### src/rtl/oam_dma.sv
// Sprite DMA: halts the CPU and copies page XX00-XXFF to the OAM data port; passes CPU traffic through when idle.
// Latency: trigger cycle N, HALT in N+1, first READ in N+2 (or N+3 after ALIGN); 513/514 stolen cycles plus waits.
// Backpressure: READ holds its address until bus_data_valid_i; nothing advances without cycle_enable_i.
module oam_dma #(
   parameter logic [15:0] DMA_REGISTER_ADDRESS = 16'h4014,
   parameter logic [15:0] OAM_DATA_ADDRESS     = 16'h2004
) (
   input  logic        clock_i,
   input  logic        reset_n_i,
   input  logic        cycle_enable_i,
   input  logic [15:0] cpu_address_i,
   input  logic        cpu_address_valid_i,
   input  logic [7:0]  cpu_data_i,
   input  logic        cpu_data_valid_i,
   output logic [7:0]  cpu_data_o,
   output logic        cpu_data_valid_o,
   output logic        cpu_halt_o,
   output logic [15:0] bus_address_o,
   output logic        bus_address_valid_o,
   output logic [7:0]  bus_data_o,
   output logic        bus_data_valid_o,
   input  logic [7:0]  bus_data_i,
   input  logic        bus_data_valid_i,
   output logic        busy_o
);

   localparam logic [2:0] IDLE  = 3'd0;
   localparam logic [2:0] HALT  = 3'd1;
   localparam logic [2:0] ALIGN = 3'd2;
   localparam logic [2:0] READ  = 3'd3;
   localparam logic [2:0] WRITE = 3'd4;

   logic [2:0] state;
   logic [7:0] page;
   logic [7:0] index;
   logic [7:0] latch;
   logic       parity;
   logic       trigger;

   assign trigger = (state == IDLE) && cpu_address_valid_i && cpu_data_valid_i &&
                    (cpu_address_i == DMA_REGISTER_ADDRESS);

   // Sequencer: every register advances only on CPU-cycle clocks; parity tracks CPU cycle phase.
   always_ff @(posedge clock_i or negedge reset_n_i) begin
      if (!reset_n_i) begin
         state  <= IDLE;
         page   <= 8'h00;
         index  <= 8'h00;
         latch  <= 8'h00;
         parity <= 1'b0;
      end else if (cycle_enable_i) begin
         parity <= ~parity;
         case (state)
            IDLE: begin
               if (trigger) begin
                  page  <= cpu_data_i;
                  index <= 8'h00;
                  state <= HALT;
               end
            end
            // An odd phase needs one dummy cycle so reads land on the read half of the pair.
            HALT:  state <= parity ? ALIGN : READ;
            ALIGN: state <= READ;
            READ: begin
               if (bus_data_valid_i) begin
                  latch <= bus_data_i;
                  state <= WRITE;
               end
            end
            WRITE: begin
               index <= index + 8'h01;
               state <= (index == 8'hFF) ? IDLE : READ;
            end
            default: state <= IDLE;
         endcase
      end
   end

   // Bus mux: pass-through when idle, DMA-driven otherwise; async reset returns the bus at once.
   always_comb begin
      bus_address_o       = cpu_address_i;
      bus_address_valid_o = cpu_address_valid_i;
      bus_data_o          = cpu_data_i;
      bus_data_valid_o    = cpu_data_valid_i;
      cpu_data_valid_o    = 1'b0;
      case (state)
         IDLE: cpu_data_valid_o = bus_data_valid_i;
         READ: begin
            bus_address_o       = {page, index};
            bus_address_valid_o = 1'b1;
            bus_data_o          = latch;
            bus_data_valid_o    = 1'b0;
         end
         WRITE: begin
            bus_address_o       = OAM_DATA_ADDRESS;
            bus_address_valid_o = 1'b1;
            bus_data_o          = latch;
            bus_data_valid_o    = 1'b1;
         end
         default: begin
            bus_address_o       = 16'h0000;
            bus_address_valid_o = 1'b0;
            bus_data_o          = 8'h00;
            bus_data_valid_o    = 1'b0;
         end
      endcase
   end

   assign cpu_data_o = bus_data_i;
   assign busy_o     = (state != IDLE);
   assign cpu_halt_o = busy_o;

endmodule

### config.mk
export PLATFORM = sky130hd
export DESIGN_NAME = oam_dma
export DESIGN_NICKNAME = d
export VERILOG_FILES = /design/src/rtl/oam_dma.sv
export SDC_FILE = /design/constraint.sdc
export NUM_CORES = 1
export LEC_CHECK = 0
export CAP_MARGIN = 25
export CORE_MARGIN = 1
export CORE_UTILIZATION = 44
export CTS_BUF_LIST = sky130_fd_sc_hd__clkbuf_8
export CTS_CLUSTER_SIZE = 40
export DETAILED_ROUTE_END_ITERATION = 10
export PLACE_DENSITY = 0.82
export SLEW_MARGIN = 20
export SYNTH_ARGS = -nofsm -noshare
export SYNTH_HDL_FRONTEND = slang
export SYNTH_SLANG_ARGS = --single-unit
### constraint.sdc
create_clock -name clock_i -period 2.2 [get_ports clock_i]
set_input_delay 0.22 -clock clock_i [delete_from_list [all_inputs] [get_ports clock_i]]
set_output_delay 0.22 -clock clock_i [all_outputs]
set_load 0.01 [all_outputs]
==> results.sh, run 1 <==
export IMPL_final_max_slew_violation_count=0
export IMPL_syn_inst=181
export IMPL_syn_to_final_growth_pct=50.4
export IMPL_setup_violations=0
export IMPL_postSynth_asyncResetShare=1.00
export IMPL_status="finished, final reports clean"
export IMPL_dr_first_iter_drc_count=108
export IMPL_worst_hold_path_type="input pin to async pin"
export IMPL_syn_area_um2=1790
export IMPL_finalNetCount=293
export IMPL_firstDrtPassIters=4
export IMPL_grtUsageTotal=0.250
export IMPL_ys_flop_type="dfrtp_1"
export IMPL_avgViaCountPerCell=5.65
export IMPL_synth_compound_area_frac=0.195
export IMPL_overflow=0
export IMPL_gp_congestion=0.831
export IMPL_synth_distinct_cells=38
export IMPL_synth_top_family_by_area="compound AO/OA/AOI/OAI gates"
export IMPL_slowest_stage="clkdlybuf4s50_1"
export IMPL_avgSynthCellArea_um2=9.87
export IMPL_internal_power_w=0.00166
export IMPL_slowest_delay_ps=540
export IMPL_drc_errors=0
export IMPL_ir_worst_vdd_mv=0.538
export IMPL_ys_warnings_count=0
export IMPL_synthMuxAreaShare=0.157
export IMPL_num_rows=22
export IMPL_cts_tree="done"
export IMPL_routed_via_count=1696
export IMPL_worst_pin_slew_ps=453
export IMPL_pwr_share_comb=0.627
export IMPL_seq_area_um2=701
export IMPL_required_ps=1980
export IMPL_finalCritPeriodShare=0.973
export IMPL_arrival_ps=1920
export IMPL_max_freq_mhz=467
export IMPL_final_cell_mix="clkdlybuf4s50_1 (59), dfrtp_1 (28), nand2_1 (21)"
export IMPL_power_share_clock=0.106
export IMPL_root_buffer="clkbuf_8"
export IMPL_diodes=0
export IMPL_relSlewSlack=0.694
export IMPL_maxCapViolations=0
export IMPL_dp_hpwl_mm=3.71
export IMPL_clock_latency_ps=280
export IMPL_switching_power_w=0.00106
export IMPL_switching_share=0.390
export IMPL_port_buffers=74
export IMPL_fin_worst_skew_ps=3.67
export IMPL_yosys_area_share_xor_xnor=0.00490
export IMPL_finalHoldWorstSlack_ps=314
export IMPL_cts_buffers=3
export IMPL_die_y_um=65.7
export IMPL_cts_buffer_depth=2
export IMPL_drive_gt1_frac=0.147
export IMPL_grt_pass1_wl_mm=8.15
export IMPL_htree_levels=1
export IMPL_fin_setup_tns_ps=0
export IMPL_grt_pass1_vias=1647
export IMPL_synthAdderAreaFrac=0.00700
export IMPL_worst_path_buf_inv=2
export IMPL_crit_fanout=10
export IMPL_period_needed_ps=2140
export IMPL_grt_start_max_net_pins=29
export IMPL_drtAntennaViolNets=0
export IMPL_cts_sink_count=28
export IMPL_fp_dieW_um=65.7
export IMPL_ys_seq_area_frac=0.392
export IMPL_path_cells="or2_4 > nor2_8 > buf_12 > a22o_1 > clkdlybuf4s50_1"
export IMPL_start_kind="register"
export IMPL_synth_edf_count=0
export IMPL_multi_input_area_um2=963
export IMPL_wl_mm=5.08
export IMPL_routedWlPerCell_um=16.9
export IMPL_path_delay_family="buffers and inverters"
export IMPL_antenna_found_initial=0
export IMPL_placeableCoreArea_um2=3770
export IMPL_power_density_nw_per_um2=1010
export IMPL_leakage_nw=1.40
export IMPL_endpoint_kind="primary output"
export IMPL_critPathKind="register to primary output"
export IMPL_clk_pin_slew_ps=100
export IMPL_die_area_um2=4320
export IMPL_finalHoldViolations=0
export IMPL_final_common_cell="clkdlybuf4s50_1"
export IMPL_power_frac_seq=0.267
export IMPL_yosys_register_bits=28
export IMPL_synth_fp_nets=220
export IMPL_initial_utilization=0.474
export IMPL_pin_count=75
export IMPL_fillCellCount=297
export IMPL_yosys_area_share_simple=0.172
[flip-flops by register name, indices dropped and copies added (netlist names)]
signal,count
parity,1
page,8
index,8
latch,8
state,3
[synthesized netlist by cell type, types with 2 or more instances]
cell type,n,area share
mux2i_1,10,0.056
mux2_2,16,0.10
buf_6,2,0.013
nand2_1,21,0.044
nor2_1,9,0.019
and2_1,2,0.0070
or4_1,2,0.0084
a21o_1,5,0.021
o21ai_0,16,0.045
a21oi_1,4,0.011
a22o_1,19,0.093
buf_4,9,0.038
nor4bb_1,2,0.011
nand3_1,4,0.011
o31ai_1,2,0.0084
buf_1,2,0.0042
nor4b_1,2,0.0098
buf_2,3,0.0084
clkbuf_1,3,0.0063
and3_1,2,0.0070
nor3_1,2,0.0056
dfrtp_1,28,0.39
[timing repair]
action                                  4_1_cts  5_1_grt
endpoints found under the setup margin       11       19
gates resized for setup                       1       17
hold buffers                                  0        0
setup buffers                                 2        0
pin swaps                                     1        0
[cell families after synthesis]
logic type	after synthesis
fa+ha+maj	1
simple gates	55
xor+xnor	1
compound gates	50
buf+inv	20
mux	26
flops	28
[routing by layer]
metal | up-vias | track usage | wire length (um)
li1 | 803 | - | -
met1 | 812 | 0.340 | 2220
met2 | 75 | 0.403 | 2450
met3 | 6 | 0.0677 | 374
met4 | 0 | 0.0353 | 36
met5 | - | 0 | 0
[stage by stage]
step	util	total power [W]	cell area, um^2	worst slack, ps	cells
2_1_floorplan	-	0.00162	1790	419	181
3_3_place_gp	0.679	0.00231	2560	-28.2	295
3_5_place_dp	0.679	0.00234	2560	-48.3	295
4_1_cts	0.701	0.00273	2640	19.7	300
5_1_grt	0.712	0.00287	2690	-0.0953	300
6_report	0.712	0.00272	2690	58.7	300
[power groups by stage]
stage | sequential [W] | clock [W] | combinational [W]
2_1_floorplan | 0.000698 | 0 | 0.000924
3_5_place_dp | 0.000728 | 0 | 0.00161
6_report | 0.000724 | 0.000289 | 0.00170
5_1_grt | 0.000738 | 0.000308 | 0.00183
4_1_cts | 0.000719 | 0.000289 | 0.00172
3_3_place_gp | 0.000721 | 0 | 0.00159
[layout make-up]
type	count	area share
multi-input cells	133	0.359
repair buffers	87	0.341
flip-flops and latches	28	0.261
well taps	48	0.0224
clock buffers	3	0.0154
inverters	1	0.00140
[path summary, 6_finish.rpt]
check                           from                end  slack [ps]  cells after the start
max                         state[1]  bus_address_o[14]          60                      5
min                        reset_n_i           latch[0]         310                      2
max reg2reg                 state[0]           latch[2]         310                      6
min reg2reg                   parity             parity         490                      1
max in group asynchronous  reset_n_i           index[7]        1610                      2
min in group clock_i          parity             parity         490                      1
Power figures use the tool's default switching activity.
==> inputs of run 2 (changes only) <==
CAP_MARGIN = 20   (was 25)
==> results of run 2 <==
No change in the layout: final DEF, timing and power equal those of run 1.
==> variant 1: new RTL, config.mk and constraints of run 2 <==
Register the outputs `cpu_data_o` and `cpu_halt_o`; this adds one clock of latency there. The other outputs are not delayed to match.
--- a/src/rtl/oam_dma.sv
+++ b/src/rtl/oam_dma.sv
@@ -106,9 +106,11 @@
       endcase
    end
 
-   assign cpu_data_o = bus_data_i;
    assign busy_o     = (state != IDLE);
-   assign cpu_halt_o = busy_o;
+   always_ff @(posedge clock_i) begin
+      cpu_data_o <= bus_data_i;
+      cpu_halt_o <= busy_o;
+   end
 
 endmodule
 
Function: changed (a bounded check fails within 4 cycles, from zero or initial values and one cycle with reset_n_i low).
==> variant 1 against run 2 <==
  * Final area increased by 10%
  * Power is 19% higher
  * Setup slack got worse by 0.017 ns
  * Worst hold slack got worse by 0.014 ns
  * Sequential cell count rose by 9
  * Synthesized area up 9.3%
  * Routed wire length increased by 8.0%
  * Critical path type unchanged
  * Largest power group unchanged
==> variant 1: results (changes against run 2) <==
Via/cell ratio - 5.62 (was 5.65)
Gp weighted congestion - 0.799 (was 0.831)
Top cells by count, synth - dfrtp_1, nand2_1, o21ai_0 (was dfrtp_1, nand2_1, a22o_1)
Number of global-route vias before repair - 1741 (was 1647)
First-pass GRT wire length - 8.49 mm (was 8.15 mm)
Detailed placement HPWL - 3.83 mm (was 3.71 mm)
Post-Syn Nets - 239 (was 220)
Peak supply drop - 0.000770 V (was 0.000538 V)
Setup bufs post-CTS - 0 (was 2)
Critical Path Max Stage Delay - 0.56 ns (was 0.54 ns)
Reg clk slew, reported paths - 0.08 ns (was 0.10 ns)
Max H-tree Level - 2 (was 1)
Initial DRC count - 145 (was 108)
Crit path max fanout - 11 (was 10)
Sw frac - 0.371 (was 0.390)
Register area share after synthesis - 0.451 (was 0.392)
Critical path origin - state[0]$_DFFE_PN0P_ (was state[1]$_DFFE_PN0P_)
GRT Overall Usage - 0.252 (was 0.250)
Synth area leaders - dfrtp_1, dfxtp_1, mux2_2 (was dfrtp_1, mux2_2, a22o_1)
Leak pwr - 1.43 nW (was 1.40 nW)
Rel. slew slack - 0.699 (was 0.694)
RR Startpoint - state[1]$_DFFE_PN0P_ (was state[0]$_DFFE_PN0P_)
Hold slack - 0.301 ns (was 0.314 ns)
Routed length per placed instance - 16.4 µm (was 16.9 µm)
Status - finished clean (unchanged)
Setup crit end - bus_data_o[0] (was bus_address_o[14])
==> variant 1: per-stage QoR <==
step | area, µm² | setup slack [ns] | std cells
after floorplan | 1950 | 0.370 | 200
after CTS | 2900 | 0.0121 | 329
after global placement | 2800 | 0.0679 | 321
final | 2970 | 0.0414 | 334
after detailed placement | 2800 | 0.0439 | 321
after global routing | 2970 | -0.00795 | 334
==> variant 1: final cells by class <==
class	instances	area, µm²
Clock buffer	5	68.8
Clock inverter	3	17.5
Fill cell	316	1180
Inverter	5	18.8
Multi-Input combinational cell	144	1000
Sequential cell	37	885
Tap cell	50	62.6
Timing Repair Buffer	90	913
==> variant 1: layer usage <==
layer,part of all wire,track usage,up-vias
met4,0.013,0.0990,0
met2,0.51,0.422,69
met1,0.41,0.304,906
met3,0.067,0.0707,8
li1,-,-,894
met5,0,0,-
==> variant 1: worst reg2reg max path: stages (launching register included) <==
cell,delay (ns)
dfrtp_2,0.47
nand2_1,0.16
nor2_4,0.15
buf_12,0.16
and3_1,0.46
mux2_2,0.40
==> variant 1: logic make-up (layout without fill, tap and decap cells) <==
logic type,count (synthesis),in the layout,synth area share
AO/OA/AOI/OAI,55,55,0.192
XOR/XNOR,1,1,0.00449
adder cells (fa/ha/maj),1,1,0.00641
buffers and inverters,19,103,0.0416
flip-flops,37,37,0.451
multiplexers,25,25,0.138
AND/OR/NAND/NOR,62,62,0.166
==> variant 1: power groups by stage <==
stage | logic (mW) | registers (mW) | clock network [mW]
2_1_floorplan | 0.925 | 0.918 | 0
3_3_place_gp | 1.70 | 0.966 | 0
3_5_place_dp | 1.73 | 0.977 | 0
4_1_cts | 1.76 | 0.969 | 0.479
5_1_grt | 1.94 | 0.995 | 0.503
6_report | 1.79 | 0.975 | 0.470
==> variant 2: new RTL, flow settings as in run 2 <==
Made on the original files. Make the reset (`reset_n_i`) synchronous in one clocked block. Comments in the files are not updated.
--- a/src/rtl/oam_dma.sv
+++ b/src/rtl/oam_dma.sv
@@ -41,7 +41,7 @@
                     (cpu_address_i == DMA_REGISTER_ADDRESS);
 
    // Sequencer: every register advances only on CPU-cycle clocks; parity tracks CPU cycle phase.
-   always_ff @(posedge clock_i or negedge reset_n_i) begin
+   always_ff @(posedge clock_i) begin
       if (!reset_n_i) begin
          state  <= IDLE;
          page   <= 8'h00;
Behaviour: differs if reset_n_i is asserted again (counterexample within 4 cycles, from zero or initial values and one cycle with reset_n_i low); with reset_n_i held inactive, the same outputs for 10 cycles.
==> variant 2 against run 2 <==
  * Critical path depth shrank 2
  * Die area down 0.55%
  * Non-clock buffer count is 2 lower
  * Synthesized cell count rose by 28%
  * Routed wire length increased by 3.8%
  * Final cell count is 14% higher
  * Synthesized area fell by 0.56%
  * Register-to-register slack gained 0.24 ns
  * Setup slack gained 0.027 ns
  * Final area is 3.0% lower
  * Sequential cell count did not move
Power is not compared: it rests on default switching activity, and its combinational part moved more than twofold at a synthesized area within 25%.
==> variant 2: results (changes against run 2) <==
Status - finished clean (unchanged)
Synth Area in Compound Gates - 0.231 (was 0.195)
WP data arrival - 1.89 ns (was 1.92 ns)
Synth Area in Adders - 0.00704 (was 0.00700)
Gp weighted congestion - 0.891 (was 0.831)
Final Net Count - 335 (was 293)
Setup bufs post-CTS - 0 (was 2)
Via/cell ratio - 5.73 (was 5.65)
Crit path max fanout - 13 (was 10)
Routed WL - 5.27 mm (was 5.08 mm)
Worst-Margin Slew - 0.531 ns (was 0.453 ns)
Hold slack - 0.467 ns (was 0.314 ns)
Cells on worst reg2reg path - 5 (was 6)
Synth area leaders - dfxtp_1, nand2_1, mux2i_1 (was dfrtp_1, mux2_2, a22o_1)
Top cells by count, synth - nand2_1, dfxtp_1, mux2i_1, o21ai_0 (was dfrtp_1, nand2_1, a22o_1)
Maximum clock path buffer count - 2 (unchanged)
Detailed placement HPWL - 3.95 mm (was 3.71 mm)
RR Startpoint - index[0]$_SDFFE_PN0P_ (was state[0]$_DFFE_PN0P_)
RR Endpoint - state[0]$_SDFFE_PN0P_ (was latch[2]$_DFFE_PN0P_)
Post-synth ARST share - 0 (was 1.00)
Primary FF master, synth - dfxtp_1 (was dfrtp_1)
Number of global-route vias before repair - 1783 (was 1647)
Xor and xnor area share after synthesis - 0.00493 (was 0.00490)
Post-Syn Nets - 271 (was 220)
Largest net degree at the start of global routing - 24 (was 29)
Hold WC Path Type - reg -> reg (was in -> async)
Setup Skew - 0.00783 ns (was 0.00367 ns)
Register area share after synthesis - 0.315 (was 0.392)
Initial DRC count - 254 (was 108)
ANT cells - 0 (unchanged)
Yosys cell types - 42 (was 38)
Critical path origin - state[0]$_SDFFE_PN0P_ (was state[1]$_DFFE_PN0P_)
Multiplexer share of the synthesized area - 0.0958 (was 0.157)
Layout cell share with drive strength beyond 1 - 0.0746 (was 0.147)
Placement Setup Slack - 0.152 ns (was -0.0483 ns)
Critical Path Max Stage Delay - 0.57 ns (was 0.54 ns)
Reg2Reg Setup Slack - 0.55 ns (was 0.31 ns)
GRT Overall Usage - 0.253 (was 0.250)
==> variant 2: kinds of logic (layout without fill, tap and decap cells) <==
kind of cell | Yosys count | after routing
DFF | 28 | 28
muxes | 17 | 17
AOI/OAI and AO/OA | 62 | 62
and+or+nand+nor | 94 | 94
xor gates and xnor gates | 1 | 1
buffers and inverters | 29 | 92
adders and majority gates | 1 | 1
==> variant 2: final cells by class <==
type | instances | area, µm²
clock buffers | 3 | 41.3
clock inverters | 1 | 30.0
fillers | 342 | 1160
inverters | 3 | 11.3
multi-input cells | 175 | 1060
flip-flops and latches | 28 | 568
well taps | 48 | 60.1
repair buffers | 85 | 836
==> variant 2: per-layer routing <==
| layer | wire length (µm) | track usage |
|---|---|---|
| met1 | 2120 | 0.315 |
| met2 | 2710 | 0.448 |
| met3 | 394 | 0.0382 |
| met4 | 47 | 0.0652 |
| met5 | 0 | 0 |
==> variant 2: metrics by stage <==
stage | power (mW) | cell area (µm²) | instances | util
after detailed placement | 0.744 | 2530 | 339 | 0.670
final | 1.14 | 2610 | 343 | 0.691
after CTS | 1.15 | 2600 | 343 | 0.690
after global routing | 1.19 | 2610 | 343 | 0.691
after global placement | 0.743 | 2530 | 339 | 0.670
after floorplan | 0.601 | 1780 | 232 | -
==> variant 2: worst max path at each step <==
stage,to,slack (ns),cells after the start
after detailed placement,page[6]$_SDFFE_PN0P_,0.15,6
final,bus_data_o[3],0.09,3
after floorplan,page[0]$_SDFFE_PN0P_,0.66,5
after global routing,bus_data_o[3],-0.001,3
after global placement,page[7]$_SDFFE_PN0P_,0.20,6
after CTS,bus_data_o[2],0.02,3
==> variant 2: what timing repair did <==
action	4_1_cts	5_1_grt
pin swaps	0	0
resized for setup	2	3
endpoints found under the setup margin	6	5
cloned	0	0
